--- config.mk ---
export PLATFORM = sky130hd
export DESIGN_NAME = major_state_sequencer
export DESIGN_NICKNAME = d
export VERILOG_FILES = /design/src/rtl/major_state_sequencer.sv
export SDC_FILE = /design/constraint.sdc
export NUM_CORES = 1
export LEC_CHECK = 0
export CORE_ASPECT_RATIO = 1.5
export CORE_MARGIN = 2
export CORE_UTILIZATION = 44
export CTS_CLUSTER_SIZE = 24
export DETAILED_ROUTE_END_ITERATION = 12
export PLACE_DENSITY = 0.9
export SETUP_SLACK_MARGIN = 0.1
export SYNTH_ARGS = -nofsm -noshare
export SYNTH_HDL_FRONTEND = slang
export SYNTH_SLANG_ARGS = --single-unit
export TNS_END_PERCENT = 100
--- constraint.sdc ---
create_clock -name SYSCLK -period 2.2 [get_ports SYSCLK]
set_input_delay 0.44 -clock SYSCLK [delete_from_list [all_inputs] [get_ports SYSCLK]]
set_output_delay 0.44 -clock SYSCLK [all_outputs]
set_load 0.01 [all_outputs]
--- src/rtl/major_state_sequencer.sv ---
// Major-state sequencer: FETCH, AUTOINC1/2, INDIRECT, EXEC1..EXECn, each lasting PHASES cycles.
// Define SEQUENCER_STEPM_EN to add single-major-state stepping with a retained resume position.
module major_state_sequencer #(
    parameter int unsigned NSTEPS = 6,
    parameter int unsigned PHASES = 4
) (
    input  logic              SYSCLK,
    input  logic              CLEAR_N,
    input  logic              RUN,
    input  logic              HALT,
    input  logic              STEPI,
    input  logic              STEPM,
    input  logic              NOAUTO,
    input  logic              NOIND,
    input  logic              DONE,
    output logic [PHASES-1:0] PH,
    output logic              CK_FETCH,
    output logic              CK_AUTOINC1,
    output logic              CK_AUTOINC2,
    output logic              CK_INDIRECT,
    output logic [NSTEPS-1:0] CK_EXEC,
    output logic              STB_FETCH,
    output logic              STB_AUTOINC1,
    output logic              STB_AUTOINC2,
    output logic              STB_INDIRECT,
    output logic [NSTEPS-1:0] STB_EXEC,
    output logic              RUNNING,
    output logic              OVERRUN
);

    typedef enum logic [2:0] {
        ST_IDLE,
        ST_FETCH,
        ST_AUTOINC1,
        ST_AUTOINC2,
        ST_INDIRECT,
        ST_EXEC
    } state_t;

    localparam logic [3:0]        LAST_PHASE = 4'(PHASES - 1);
    localparam logic [3:0]        LAST_STEP  = 4'(NSTEPS - 1);
    localparam logic [PHASES-1:0] PH_ONE     = {{(PHASES-1){1'b0}}, 1'b1};
    localparam logic [NSTEPS-1:0] EXEC_ONE   = {{(NSTEPS-1){1'b0}}, 1'b1};

    state_t     state_q, state_d, succ_state, start_state;
    logic [3:0] phase_q, phase_d;
    logic [3:0] step_q, step_d, succ_step, start_step;
    logic       overrun_q, overrun_d;
    logic       single_q, single_d;
    logic       run_q, stepi_q;
    logic       run_edge, stepi_edge;
    logic       last_phase, done_hit, leave, to_idle;

    assign run_edge   = RUN & ~run_q;
    assign stepi_edge = STEPI & ~stepi_q;
    assign last_phase = (phase_q == LAST_PHASE);
    assign done_hit   = (state_q == ST_EXEC) && DONE;
    assign leave      = last_phase || done_hit;

`ifdef SEQUENCER_STEPM_EN
    state_t     resume_state_q, resume_state_d;
    logic [3:0] resume_step_q, resume_step_d;
    logic       stepm_q, stepm_edge;
    logic       stepm_mode_q, stepm_mode_d;

    assign stepm_edge  = STEPM & ~stepm_q;
    assign start_state = resume_state_q;
    assign start_step  = resume_step_q;
    // A stepped major state always parks in IDLE, whatever its successor is.
    assign to_idle     = stepm_mode_q ||
                         ((succ_state == ST_FETCH) && (HALT || single_q));

    always_ff @(posedge SYSCLK) begin
        if (!CLEAR_N) begin
            resume_state_q <= ST_FETCH;
            resume_step_q  <= '0;
            stepm_mode_q   <= 1'b0;
            stepm_q        <= STEPM;
        end else begin
            resume_state_q <= resume_state_d;
            resume_step_q  <= resume_step_d;
            stepm_mode_q   <= stepm_mode_d;
            stepm_q        <= STEPM;
        end
    end
`else
    logic unused_stepm;

    assign unused_stepm = STEPM;
    assign start_state  = ST_FETCH;
    assign start_step   = '0;
    assign to_idle      = (succ_state == ST_FETCH) && (HALT || single_q);
`endif

    always_comb begin
        succ_state = ST_FETCH;
        succ_step  = '0;
        case (state_q)
            ST_FETCH:    succ_state = NOIND ? ST_EXEC : (NOAUTO ? ST_INDIRECT : ST_AUTOINC1);
            ST_AUTOINC1: succ_state = ST_AUTOINC2;
            ST_AUTOINC2: succ_state = ST_INDIRECT;
            ST_INDIRECT: succ_state = ST_EXEC;
            ST_EXEC: begin
                if (!DONE && (step_q != LAST_STEP)) begin
                    succ_state = ST_EXEC;
                    succ_step  = step_q + 4'd1;
                end
            end
            default: ;
        endcase
    end

    always_comb begin
        state_d   = state_q;
        phase_d   = phase_q;
        step_d    = step_q;
        overrun_d = overrun_q;
        single_d  = single_q;
`ifdef SEQUENCER_STEPM_EN
        resume_state_d = resume_state_q;
        resume_step_d  = resume_step_q;
        stepm_mode_d   = stepm_mode_q;
`endif
        if (state_q == ST_IDLE) begin
            phase_d = '0;
            if (stepi_edge || run_edge) begin
                state_d  = start_state;
                step_d   = start_step;
                single_d = stepi_edge;
            end
`ifdef SEQUENCER_STEPM_EN
            else if (stepm_edge) begin
                state_d      = start_state;
                step_d       = start_step;
                stepm_mode_d = 1'b1;
            end
`endif
        end else if (leave) begin
            phase_d = '0;
            if ((state_q == ST_EXEC) && last_phase && (step_q == LAST_STEP) && !DONE) begin
                overrun_d = 1'b1;
            end
            if (to_idle) begin
                state_d  = ST_IDLE;
                step_d   = '0;
                single_d = 1'b0;
`ifdef SEQUENCER_STEPM_EN
                resume_state_d = succ_state;
                resume_step_d  = succ_step;
                stepm_mode_d   = 1'b0;
`endif
            end else begin
                state_d = succ_state;
                step_d  = succ_step;
            end
        end else begin
            phase_d = phase_q + 4'd1;
        end
    end

    always_ff @(posedge SYSCLK) begin
        if (!CLEAR_N) begin
            state_q   <= ST_IDLE;
            phase_q   <= '0;
            step_q    <= '0;
            overrun_q <= 1'b0;
            single_q  <= 1'b0;
            run_q     <= RUN;
            stepi_q   <= STEPI;
        end else begin
            state_q   <= state_d;
            phase_q   <= phase_d;
            step_q    <= step_d;
            overrun_q <= overrun_d;
            single_q  <= single_d;
            run_q     <= RUN;
            stepi_q   <= STEPI;
        end
    end

    // Strobes are gated by DONE so a terminated EXEC step never issues its strobe.
    always_comb begin
        RUNNING      = (state_q != ST_IDLE);
        OVERRUN      = overrun_q;
        PH           = RUNNING ? (PH_ONE << phase_q) : '0;
        CK_FETCH     = (state_q == ST_FETCH);
        CK_AUTOINC1  = (state_q == ST_AUTOINC1);
        CK_AUTOINC2  = (state_q == ST_AUTOINC2);
        CK_INDIRECT  = (state_q == ST_INDIRECT);
        CK_EXEC      = (state_q == ST_EXEC) ? (EXEC_ONE << step_q) : '0;
        STB_FETCH    = CK_FETCH && last_phase;
        STB_AUTOINC1 = CK_AUTOINC1 && last_phase;
        STB_AUTOINC2 = CK_AUTOINC2 && last_phase;
        STB_INDIRECT = CK_INDIRECT && last_phase;
        STB_EXEC     = (last_phase && !DONE) ? CK_EXEC : '0;
    end

endmodule
==> results of run 1 <==
repair_timing:
item,in CTS,in global routing
buffers inserted,8,0
resized for setup,69,13
pin swaps,5,1
endpoints found under the setup margin,22,13
hold endpoints to repair,0,0
Yosys cell counts, types with 2 or more instances:
cell and count:
a21oi_1 2, a22o_1 2, and2_1 8, and3_1 12, clkbuf_1 5, dfxtp_1 15
ha_1 6, inv_1 5, nand2_1 6, nand2b_1 3, nand3_1 4, nor2_1 14
nor2b_1 4, nor3_1 5, nor3b_1 3, o21a_1 2, o21ai_0 5
cells by family (layout without fill, tap and decap cells):
kind of cell	Yosys count	after routing	synth area share
AOI/OAI and AO/OA	21	21	0.161
xor gates and xnor gates	2	2	0.0177
adders and majority gates	6	6	0.0759
buffers and inverters	10	62	0.0380
DFF	15	15	0.304
muxes	1	1	0.0114
and+or+nand+nor	67	67	0.392
registers in the layout, summed over array words and instances (netlist names):
signal	cells
OVERRUN	1
phase_q	4
run_q	1
single_q	1
state_q	3
step_q	4
stepi_q	1
cell type report:
type / count / area [um^2] / area share
clock buffer: 3 / 22.5 / 0.0144
clock inverter: 1 / 5.00 / 0.00321
inverter: 5 / 18.8 / 0.0120
multi-input combinational: 97 / 726 / 0.465
sequential: 15 / 307 / 0.196
tap: 23 / 28.8 / 0.0184
timing repair buffer: 53 / 453 / 0.290
power by group through the flow:
stage	clock network (W)	logic, W	registers [W]
4_1_cts	0.000162	0.000115	0.000284
2_1_floorplan	0	0.0000571	0.000290
3_5_place_dp	0	0.000112	0.000289
3_3_place_gp	0	0.000107	0.000288
5_1_grt	0.000171	0.000134	0.000284
6_report	0.000162	0.000122	0.000284
critical path, delay by kind of cell (launching register included):
kind | cells | cell delay, ns
adders and majority gates | 1 | 0.14
buffers and inverters | 4 | 0.42
DFF | 1 | 0.37
and+or+nand+nor | 2 | 0.41
through the flow:
step | cells | hold slack (ns) | cell area, um^2 | worst slack [ns]
detailed placement | 186 | 0.459 | 1430 | -0.135
floorplan | 122 | 0.460 | 988 | 0.341
CTS | 198 | 0.480 | 1520 | 0.0885
global placement | 186 | 0.447 | 1430 | -0.105
global route | 197 | 0.486 | 1560 | 0.0776
finish | 197 | 0.478 | 1560 | 0.119
per-layer routing:
metal,vias up,share of wire
li1,534,-
met1,532,0.36
met2,46,0.55
met3,15,0.047
met4,0,0.038
met5,-,0
worst min path at each step:
| stage | slack [ns] | cells after the start | end | startpoint |
|---|---|---|---|---|
| final | 0.48 | 1 | OVERRUN | OVERRUN |
| after global routing | 0.49 | 1 | OVERRUN | OVERRUN |
| after CTS | 0.48 | 1 | OVERRUN | OVERRUN |
| after detailed placement | 0.46 | 1 | OVERRUN | OVERRUN |
| after global placement | 0.45 | 1 | OVERRUN | OVERRUN |
| after floorplan | 0.46 | 1 | phase_q[0] | phase_q[0] |
==> results.md, run 1 <==
- Slew @ Worst Pin: around 0.48 ns
- Switching share of power: 0.282
- Area contributors post-synth: dfxtp_1 (30%), and3_1 (7.6%), ha_1 (7.6%), nor2_1 (5.3%), and2_1 (5.1%)
- CP required: approximately 1.8 ns
- Final #Nets: 190
- Residual DRC: 0
- Comb power frac: 0.215
- GR peak layer: met2
- Post-CTS Hold Buffers: 0
- Final wirelength: about 3.1 mm
- Final Total Pwr: 0.000568 W
- I/O Buffers: 33
- Post-DRT Antenna Nets: 0
- Routability congestion estimate from global placement: 0.807
- GR Layer Usage met1: 0.261
- Share of layout cells above drive strength 1: 0.333
- Die H: between 60 and 70 um
- CP dominant cell by count: buf_6
- # setup viols final: 0
- Slew HR: 0.677
- Number of synthesized register bits: 15
- Vias in the first global route: ~1100
- Layout Skew: between 0.002 and 0.003 ns
- Core Area: about 2200 um^2
- Crit path kind: reg2out
- Sequential fraction of design power: 0.500
- Most frequent cells in the layout: buf_4 (15), nor2_1 (13), and3_1 (11), dfxtp_1 (10), dlygate4sd2_1 (10)
- Reg-to-Reg End: step_q[0]
- Max rail drop VDD: ~0.34 mV
- H-tree levels: 1
- Drt wl/cell: about 16 um
- CP startpoint: phase_q[1]
- Met3 usage: 0.0260
- Worst reg2reg path depth: 7
- Clock period minus worst slack: 2.08 ns
- Mean Syn Cell Area: about 8 um^2
- Critical path, cell by cell: ha_4, buf_6, nor3b_4, buf_6, buf_6, and3_4, buf_6
- Post-synthesis sequential area ratio: 0.304
- Worst-path clk slew: roughly 0.090 ns
- CTS Sinks: 15
- CTS tree: built
- Final period utilization: 0.946
- Area growth syn-to-layout: 57.8%
- GRT Total Usage: 0.243
- P per Cell Area: approximately 360 nW/um^2
- CP peak stage delay: ~0.37 ns
- Yosys synthesis warning count: 0
- Pin count of the biggest net entering global routing: 17
- Fillers: approximately 180
- CP Launch Type: flop
- Width of the die: around 43 um
- Leak: 0.825 nW
- Ports: 35
- Root Driver: clkbuf_4
- Worst-case clock buffer depth: 2
- Vias per cell: around 5.7
- TNS Setup: 0 ns
- Pint: between 0.0004 and 0.0005 W
- FFs w/ async S/R, synth: 0
- Clock power frac: 0.285
- Synth Flop Type: dfxtp_1
- Reg2reg setup slack: about 0.26 ns
- Grt met2 use: 0.452
- Syn Nets: approximately 140
- Initial antenna violation count: 0
- Fmax achieved: around 0.48 GHz
- DRT iter0 DRCs: approximately 50
- CP endpoint kind: output pin
- DP HPWL: ~2.2 mm
- Crit path DAT: between 1.5 and 2 ns
- Status: finished, final reports clean
- Die area: roughly 2600 um^2
- Worst Hold Class: reg2reg
- Most common cell after layout, fill and taps aside: buf_4
- Maxcap violations: 0
- GRT overflow: 0
- Syn Std Cell Area: 988 um^2
- Post-synth EDFFs: 0
- Row cnt: 21
- Worst reg2reg startpoint: phase_q[1]
- N_diodes: 0
- Clk_lat worst skew: 0.29 ns
- RSZ-0062 raised after global routing: yes
- First-pass GRT wire length: around 4.8 mm
- Area fraction of the dominant cell type after synthesis: 0.304
- Routed via count: ~1100
- Post-synthesis instance total: between 100 and 150
- Cell variety after synth: 38
- Initial Utilization: 0.453
- NetSw: ~0.00016 W
- Pre-antenna DRT Iters: 4
- Cell taking the most area after synthesis: dfxtp_1
- Final Hold Viols: 0
- Critical path fanouts, max: 3
- Fin util: 0.715
- Number of buffers created by CTS: 3
- Max stage delay cell, worst path: dfxtp_2
- Final Max Slew Viols: 0
- Crit path to: STB_EXEC[3]
Power figures use the tool's default switching activity.
==> inputs of run 2 (changes only) <==
- CORE_ASPECT_RATIO: 1.5 -> not set
- CORE_UTILIZATION: 44 -> 52
- DONT_BUFFER_PORTS: not set -> 1
- PLACE_DENSITY: 0.9 -> 0.78
- clock period: 2.2 -> 2.1 ns (I/O delays scaled with it)
==> run 2 against run 1 <==
- non-clock buffer count is 46 lower
- setup slack worse by 0.038 ns
- via count shrank 19%
- hold slack worse by 0.33 ns
- sequential power grew 6%
- clock-buffer cell count unchanged
- critical path type unchanged
- sequential share of layout area increased by 7.6 points
- register-to-register slack got worse by 0.02 ns
- core utilization shrank 5.7 points
- routed wire length fell by 21%
- clock power grew 7%
==> results.md, run 2 (synthesis results as in run 1) <==
- Status: finished, final reports clean
- Share of layout cells above drive strength 1: 0.266 (-0.0677)
- Maxcap violations: 0 (unchanged)
- Most common cell after layout, fill and taps aside: nor2_1
- Final period utilization: 0.961
- Final wirelength: 2.47 mm (-21%)
- I/O Buffers: 0 (-100%)
- Post-DRT Antenna Nets: 0 (unchanged)
- Max stage delay cell, worst path: or3b_4
- H-tree levels: 1 (unchanged)
- Leak: 0.490 nW (-41%)
- Post-CTS Hold Buffers: 0 (unchanged)
- Routability congestion estimate from global placement: 0.805 (-0.22%)
- Largest regs: phase_q x4, step_q x4, state_q x3
- Worst-path clk slew: 0.10 ns (about the same)
- Final Hold Viols: 0 (unchanged)
- Die H: 47.6 um (-23%)
- Drt wl/cell: 16.1 um (+1.6%)
- RSZ-0062 raised after global routing: yes
- Die area: 2270 um^2 (-14%)
- Most frequent cells in the layout: nor2_1 (14), dfxtp_1 (10), and3_1 (9), buf_4 (7), nand2_1 (6)
- CP required: 1.68 ns (-0.08 ns)
- Core Area: 1760 um^2 (-19%)
- Clock period minus worst slack: between 2 and 2.5 ns
- Pin count of the biggest net entering global routing: 16 (-1)
- Residual DRC: 0 (unchanged)
- HP Start: STEPI
- Final Total Pwr: 0.000549 W (-3.2%)
- GRT overflow: 0 (unchanged)
- Clk_lat worst skew: 0.29 ns (about the same)
- Final Max Slew Viols: 0 (unchanged)
- Smallest hold slack: 0.146 ns (-0.332 ns)
- Area growth syn-to-layout: 17.5%
- CP peak stage delay: 0.41 ns (+0.04 ns)
- Vias per cell: 5.94 (+3.9%)
- Max rail drop VDD: 0.466 mV (+36%)
- Fmax achieved: 0.495 GHz
- Initial antenna violation count: 0 (unchanged)
- Pre-antenna DRT Iters: 4 (unchanged)
- CTS tree: built
- DRT iter0 DRCs: 26 (-49%)
- N_diodes: 0 (unchanged)
- First-pass GRT wire length: 3.68 mm (-23%)
- Worst-case clock buffer depth: 2 (unchanged)
- Width of the die: 47.6 um (+11%)
- Slew @ Worst Pin: 0.476 ns (-0.00863 ns)
- Root Driver: clkbuf_4
- Worst reg2reg startpoint: phase_q[1]
- GRT Total Usage: 0.232 (-0.0109)
- DP HPWL: 1.68 mm (-22%)
- Row cnt: 15 (-29%)
- Vias in the first global route: 786 (-28%)
- # setup viols final: 0 (unchanged)
- Crit path DAT: 1.60 ns (-0.04 ns)
- Layout Skew: 0.00346 ns (+0.000667 ns)
- Crit path kind: reg2out
- CTS Sinks: 15 (unchanged)
- Initial Utilization: 0.560 (+0.107)
- Critical path, cell by cell: ha_4, or3b_4, nor3_4, and2_4
- Routed via count: 909 (-19%)
- TNS Setup: 0 ns (unchanged)
- Slew HR: 0.683 (+0.00576)
- Worst Hold Class: in2reg
- Critical path fanouts, max: 4 (+1)
- CP endpoint kind: output pin
- CP startpoint: phase_q[1]
- P per Cell Area: 473 nW/um^2 (+30%)
- Final #Nets: 144 (-24%)
- Ports: 35 (unchanged)
- Number of buffers created by CTS: 3 (unchanged)
- CP Launch Type: flop
[run 2: cell count changes in the layout (fill, tap and decap cells not counted), sizes merged]
cell	delta
dlymetal6s2s	-4
clkinvlp	+1
buf	-23
clkdlybuf4s50	-9
dlygate4sd2	-10
clkinv	-1
[run 2: layout make-up]
cell class                      instances  area, um^2
Fill cell                             148         603
Tap cell                               25        31.3
Multi-Input combinational cell         97         712
Clock inverter                          1        7.51
Clock buffer                            3        22.5
Inverter                                5        18.8
Timing Repair Buffer                    7        52.6
Sequential cell                        15         317
[run 2: what timing repair did]
item	CTS	global route
gates cloned	0	0
setup buffers	4	1
gates resized for setup	16	6
setup endpoints to repair	11	12
pin swaps	4	4
[run 2: path summary, 6_finish.rpt]
| check | to | slack (ns) | depth (start not counted) |
|---|---|---|---|
| max reg2reg | step_q[0] | 0.24 | 6 |
| max | STB_EXEC[2] | 0.08 | 4 |
| min | stepi_q | 0.15 | 0 |
| min reg2reg | OVERRUN | 0.55 | 1 |
[run 2: critical path, delay by kind of cell (launching register included)]
kind / cells / cell delay [ns]
adders and majority gates: 1 / 0.13
and+or+nand+nor: 3 / 0.81
DFF: 1 / 0.37
[run 2: stage by stage]
stage,setup slack [ns],utilization,cell area (um^2),instances
after detailed placement,0.0923,0.576,1020,144
after floorplan,0.261,-,988,122
final,0.0812,0.658,1160,153
after global placement,0.164,0.576,1020,144
after CTS,0.0589,0.642,1130,152
after global routing,0.00763,0.658,1160,153
[run 2: where the power goes]
part	total [W]	switching [W]	internal, W
combinational	0.0000757	0.0000446	0.0000311
sequential	0.000300	0.00000950	0.000291
clock	0.000174	0.000101	0.0000725
[run 2: layer usage]
layer	GRT usage	wire length, um	vias up
li1	-	-	446
met1	0.286	975	420
met2	0.378	1250	39
met3	0.0830	220	4
met4	0.0757	19	0
met5	0	0	-
